### src/rtl/edu_token_row_sequencer.sv
// Handshaked one-row-per-step token propagation sequencer for the EDU ancilla-qubit rows.
// Optional stall counter output enabled by defining EDU_TOKEN_STALL_CNT_EN.

`ifndef NUM_AQROW
`define NUM_AQROW 8
`endif
`ifndef AQROWADDR_BW
`define AQROWADDR_BW 3
`endif

module edu_token_row_sequencer #(
    parameter int unsigned NUM_COL  = `NUM_AQROW,
    parameter int unsigned COL_BW   = `AQROWADDR_BW,
    parameter int unsigned NUM_ROWS = 4,
    parameter int unsigned ROW_BW   = 2
) (
    input  logic              clk,
    input  logic              rst,
    input  logic              start,
    input  logic              abort,
    output logic [ROW_BW-1:0] row_sel,
    input  logic [NUM_COL-1:0] row_token_vec,
    output logic              set_valid,
    input  logic              set_ready,
    output logic [NUM_COL-1:0] token_set,
    output logic [NUM_COL-1:0] flag_set,
    output logic              token_exist,
    output logic [COL_BW-1:0] token_col,
    output logic              busy,
    output logic              done
`ifdef EDU_TOKEN_STALL_CNT_EN
    ,
    output logic [15:0]       stall_cnt
`endif
);

    typedef enum logic [2:0] {
        StIdle,
        StCapture,
        StEmit,
        StAdvance,
        StDone
    } state_e;

    // The last row is only ever a target, so the final source row is NUM_ROWS-2.
    localparam logic [ROW_BW-1:0] LastSrcRow = ROW_BW'(NUM_ROWS - 2);

    state_e state;

    logic               vec_any;
    logic [COL_BW-1:0]  low_col;
    logic [NUM_COL-1:0] onehot;
    logic [NUM_COL-1:0] therm;

    always_comb begin
        vec_any = |row_token_vec;
        low_col = '0;
        for (int i = int'(NUM_COL) - 1; i >= 0; i--) begin
            if (row_token_vec[i]) begin
                low_col = COL_BW'(i);
            end
        end
        onehot = '0;
        therm  = '0;
        if (vec_any) begin
            onehot[low_col] = 1'b1;
            for (int i = 0; i < int'(NUM_COL); i++) begin
                therm[i] = (i <= int'(low_col));
            end
        end
    end

    always_ff @(posedge clk or posedge rst) begin
        if (rst) begin
            state       <= StIdle;
            row_sel     <= '0;
            set_valid   <= 1'b0;
            token_set   <= '0;
            flag_set    <= '0;
            token_exist <= 1'b0;
            token_col   <= '0;
            busy        <= 1'b0;
            done        <= 1'b0;
        end else if (abort) begin
            state       <= StIdle;
            row_sel     <= '0;
            set_valid   <= 1'b0;
            token_set   <= '0;
            flag_set    <= '0;
            token_exist <= 1'b0;
            token_col   <= '0;
            busy        <= 1'b0;
            done        <= 1'b0;
        end else begin
            unique case (state)
                StIdle: begin
                    if (start) begin
                        state   <= StCapture;
                        row_sel <= '0;
                        busy    <= 1'b1;
                    end
                end
                StCapture: begin
                    // Patterns are built straight from the vector so EMIT can drive them registered.
                    token_exist <= vec_any;
                    token_col   <= low_col;
                    token_set   <= onehot;
                    flag_set    <= therm;
                    set_valid   <= 1'b1;
                    state       <= StEmit;
                end
                StEmit: begin
                    if (set_ready) begin
                        set_valid <= 1'b0;
                        token_set <= '0;
                        flag_set  <= '0;
                        state     <= StAdvance;
                    end
                end
                StAdvance: begin
                    if (row_sel == LastSrcRow) begin
                        row_sel <= '0;
                        done    <= 1'b1;
                        state   <= StDone;
                    end else begin
                        row_sel <= row_sel + 1'b1;
                        state   <= StCapture;
                    end
                end
                StDone: begin
                    done  <= 1'b0;
                    busy  <= 1'b0;
                    state <= StIdle;
                end
                default: state <= StIdle;
            endcase
        end
    end

`ifdef EDU_TOKEN_STALL_CNT_EN
    // Counts back-pressure cycles of the current pass; survives abort, DONE and IDLE.
    always_ff @(posedge clk or posedge rst) begin
        if (rst) begin
            stall_cnt <= '0;
        end else if (state == StIdle && start && !abort) begin
            stall_cnt <= '0;
        end else if (set_valid && !set_ready && stall_cnt != 16'hFFFF) begin
            stall_cnt <= stall_cnt + 16'd1;
        end
    end
`endif

endmodule

### config.mk
export PLATFORM = sky130hd
export DESIGN_NAME = edu_token_row_sequencer
export DESIGN_NICKNAME = d
export VERILOG_FILES = /design/src/rtl/edu_token_row_sequencer.sv
export SDC_FILE = /design/constraint.sdc
export NUM_CORES = 1
export LEC_CHECK = 0
export CAP_MARGIN = 25
export CORE_MARGIN = 2
export CORE_UTILIZATION = 25
export DETAILED_ROUTE_END_ITERATION = 8
export HOLD_SLACK_MARGIN = 0.1
export SYNTH_ARGS = -nofsm -noshare
export SYNTH_HDL_FRONTEND = slang
export SYNTH_SLANG_ARGS = --single-unit
### constraint.sdc
create_clock -name clk -period 1.6 [get_ports clk]
set_input_delay 0.4 -clock clk [delete_from_list [all_inputs] [get_ports clk]]
set_output_delay 0.4 -clock clk [all_outputs]
set_load 0.01 [all_outputs]
==> impl_metrics.yaml <==
outcome:
  outcome: "finished, final reports clean"
sta:
  fmax_mhz: 649.8
  rsz0062_at_grt: "no"
  max_slew_margin: 0.7547
  period_needed_ns: 1.539
  fin_worst_skew_ns: 0.007653
  drv_slew: 0
  tightest_slew_ns: 0.3680
  finalCritPeriodShare: 0.9618
  setup_viol: 0
  hold_viol: 0
synthesis:
  ys_warn_count: 0
  synthAdderAreaFrac: 0
  syn_avg_cell_area_um2: 11.19
  syn_area_um2: 1309
  ys_ff_latch: 28
  synth_xor_area_frac: 0.006692
  async_reset_ff_frac: 1.000
  synthCells: 117
  synthFlopType: "dfrtp_1"
  synth-simple-area-share: 0.1931
  ys_types: 35
  yosysSeqAreaShare: 0.5354
  muxShareOfSynthArea: 0.01530
  synth_compound_area_frac: 0.1864
  synth_edf_count: 0
  synth_top_family_by_area: "simple AND/OR/NAND/NOR gates"
  syn-num-nets: 130
clock_tree:
  cts.sinks: 28
  clock_latency_ns: 0.28
  clockRootBuffer: "clkbuf_8"
  clk_pin_slew_ns: 0.10
  h-tree-depth: 1
  cts_buffers: 3
  cts_tree: "built"
  cts_buffer_depth: 2
die:
  core_area_um2: 5075
  die_area_um2: 5830
  initial_core_util: 0.2579
  ios: 38
  rows: 26
  die-height_um: 76.36
  die_w_um: 76.36
detailed_routing:
  drt-initial-drc-count: 52
  ant_nets: 0
  detail_route.wl_per_cell_um: 12.49
  viasPerCell: 4.416
  routed_wl_um: 3059
  drtPass1Iterations: 4
  vias: 1082
  drc: 0
grt:
  grt_first_pass_wirelength_um: 5216
  grt_usage: 0.1095
  overflow: 0
  antenna_found_initial: 0
  grt_pass1_vias: 1090
  grt_max_degree: 29
power_and_ir_drop:
  p_clk_frac: 0.348
  power.leakage_nw: 1.192
  ir_drop_mv: 0.4486
  p_comb_frac: 0.177
  powerDensity_nw_per_um2: 810.4
  power_frac_seq: 0.474
  power_w: 0.001612
  swShare: 0.2403
  p_sw_w: 0.0003874
  cell_internal_pwr_w: 0.001225
critical_path:
  cp_cell_sequence: "clkdlybuf4s50_1, nor4_2, buf_4, nand2_1, o31a_1, a21o_1"
  cp-startpoint: "row_token_vec[6]"
  setup.worst_path.start_class: "input port"
  critPathRequiredTime_ns: 1.77
  crit_path_end_kind: "flop"
  cp_data_arrival_time_ns: 1.71
  max_stage_delay_ns: 0.45
  crit_fanout: 2
  slowest_stage: "clkdlybuf4s50_1"
  worstReg2RegStart: "state[1]"
  critPathKind: "input port to flop"
layout:
  nets: 189
  area_delta_synth_final_pct: 52.01
  fill_cells: 537
  drive_above_1_share: 0.2343
  multi_input_area_um2: 535.5
  stdcell_area_um2: 1989
  regArea_um2: 701.9
  diodes: 0
  final_util: 0.3920
place:
  dpl-instance-area_um2: 1858
  gp_congestion: 0.7174
  portBuffers: 37
  dp_hpwl_um: 2270
min_path:
  worstHoldPathType: "flop to flop"
  hp-start: "token_set[5]"
job:
  cap_violations: 0
## layer usage
layer  part of all wire  wire length, um  vias to the layer above  track usage
met5                  0                0                        -            0
met4             0.0059               18                        0      0.01636
met3              0.051              156                        5      0.02962
met2               0.50             1534                       23       0.1929
met1               0.44             1349                      524       0.1368
li1                   -                -                      530            -
## state kept, by name, indices dropped and copies added (netlist names)
signal / count
state: 3
token_col: 3
row_sel: 2
set_valid: 1
flag_set: 8
token_exist: 1
busy: 1
done: 1
token_set: 8
## per-stage QoR
step | cells | TNS [ns] | setup slack, ns | hold WS [ns]
finish | 245 | 0 | 0.06105 | 0.4676
global route | 245 | 0 | 0.0008026 | 0.5159
CTS | 243 | 0 | 0.003459 | 0.4823
detailed placement | 237 | -4.165 | -0.2902 | 0.4575
global placement | 237 | -4.045 | -0.2960 | 0.4511
floorplan | 117 | 0 | 0.1705 | 0.4654
## power by group through the flow
| stage | clock, W | sequential, W | combinational, W |
|---|---|---|---|
| floorplan | 0 | 0.000778 | 0.000153 |
| global placement | 0 | 0.000781 | 0.000296 |
| detailed placement | 0 | 0.000779 | 0.000299 |
| CTS | 0.000585 | 0.000765 | 0.000291 |
| global route | 0.000603 | 0.000770 | 0.000313 |
| finish | 0.000561 | 0.000765 | 0.000286 |
## Yosys cell counts, types with 2 or more instances
cell type | instances | area [um2]
mux2i_1 | 2 | 20.02
a21o_1 | 6 | 45.04
a22o_2 | 4 | 40.04
nand2b_1 | 3 | 18.77
buf_6 | 5 | 56.30
a32o_1 | 3 | 30.03
a21oi_1 | 2 | 10.01
nor3_1 | 3 | 15.01
inv_1 | 5 | 18.77
o21ai_1 | 3 | 15.01
nor2_1 | 13 | 48.80
nor4_1 | 2 | 12.51
nand2_1 | 12 | 45.04
dfrtp_1 | 28 | 700.7
o21ai_0 | 6 | 30.03
## layout make-up
type / instances / area share
repair buffers: 60 / 0.2887
flip-flops and latches: 28 / 0.3528
clock buffers: 3 / 0.02075
inverters: 5 / 0.009434
multi-input cells: 78 / 0.2692
clock inverters: 1 / 0.01509
well taps: 70 / 0.04403
## logic make-up after synthesis
family                 after synthesis
AO/OA/AOI/OAI                       31
XOR/XNOR                             1
buffers and inverters               11
flip-flops                          28
multiplexers                         2
AND/OR/NAND/NOR                     44
## cells in the final DEF, fill, tap and decap left out, types with 2 or more instances in the layout
master and n:
dfrtp_1 27, buf_4 22, dlymetal6s2s_1 14, dlygate4sd2_1 13
nor2_1 12, nand2_1 12, clkdlybuf4s50_1 10, o21ai_0 6
a21o_1 6, inv_1 5, a22o_2 4, nand2b_1 3
nor3_1 3, o21ai_1 3, a32o_1 3, clkbuf_8 3
mux2i_1 2, a21oi_1 2
## timing repair
item | CTS | global route
endpoints found under the setup margin | 17 | 20
pin swaps | 1 | 2
hold buffers | 0 | 0
setup buffers | 2 | 2
resized for setup | 14 | 17
## worst paths after layout
kind	end	slack (ns)	cells past startpoint
worst max-delay path	flag_set[0]	0.06	6
max in group asynchronous	state[1]	0.83	3
worst min-delay path	token_set[5]	0.47	2
min in group asynchronous	flag_set[2]	0.48	3
worst max register to register	token_set[3]	0.16	4
worst min register to register	token_set[5]	0.47	2
## critical path: cells and delay by family
family / cells / cell delay (ns)
buf+inv: 2 / 0.60
compound gates: 2 / 0.42
simple gates: 2 / 0.30
No activity file was read; power rests on OpenSTA's default activity.
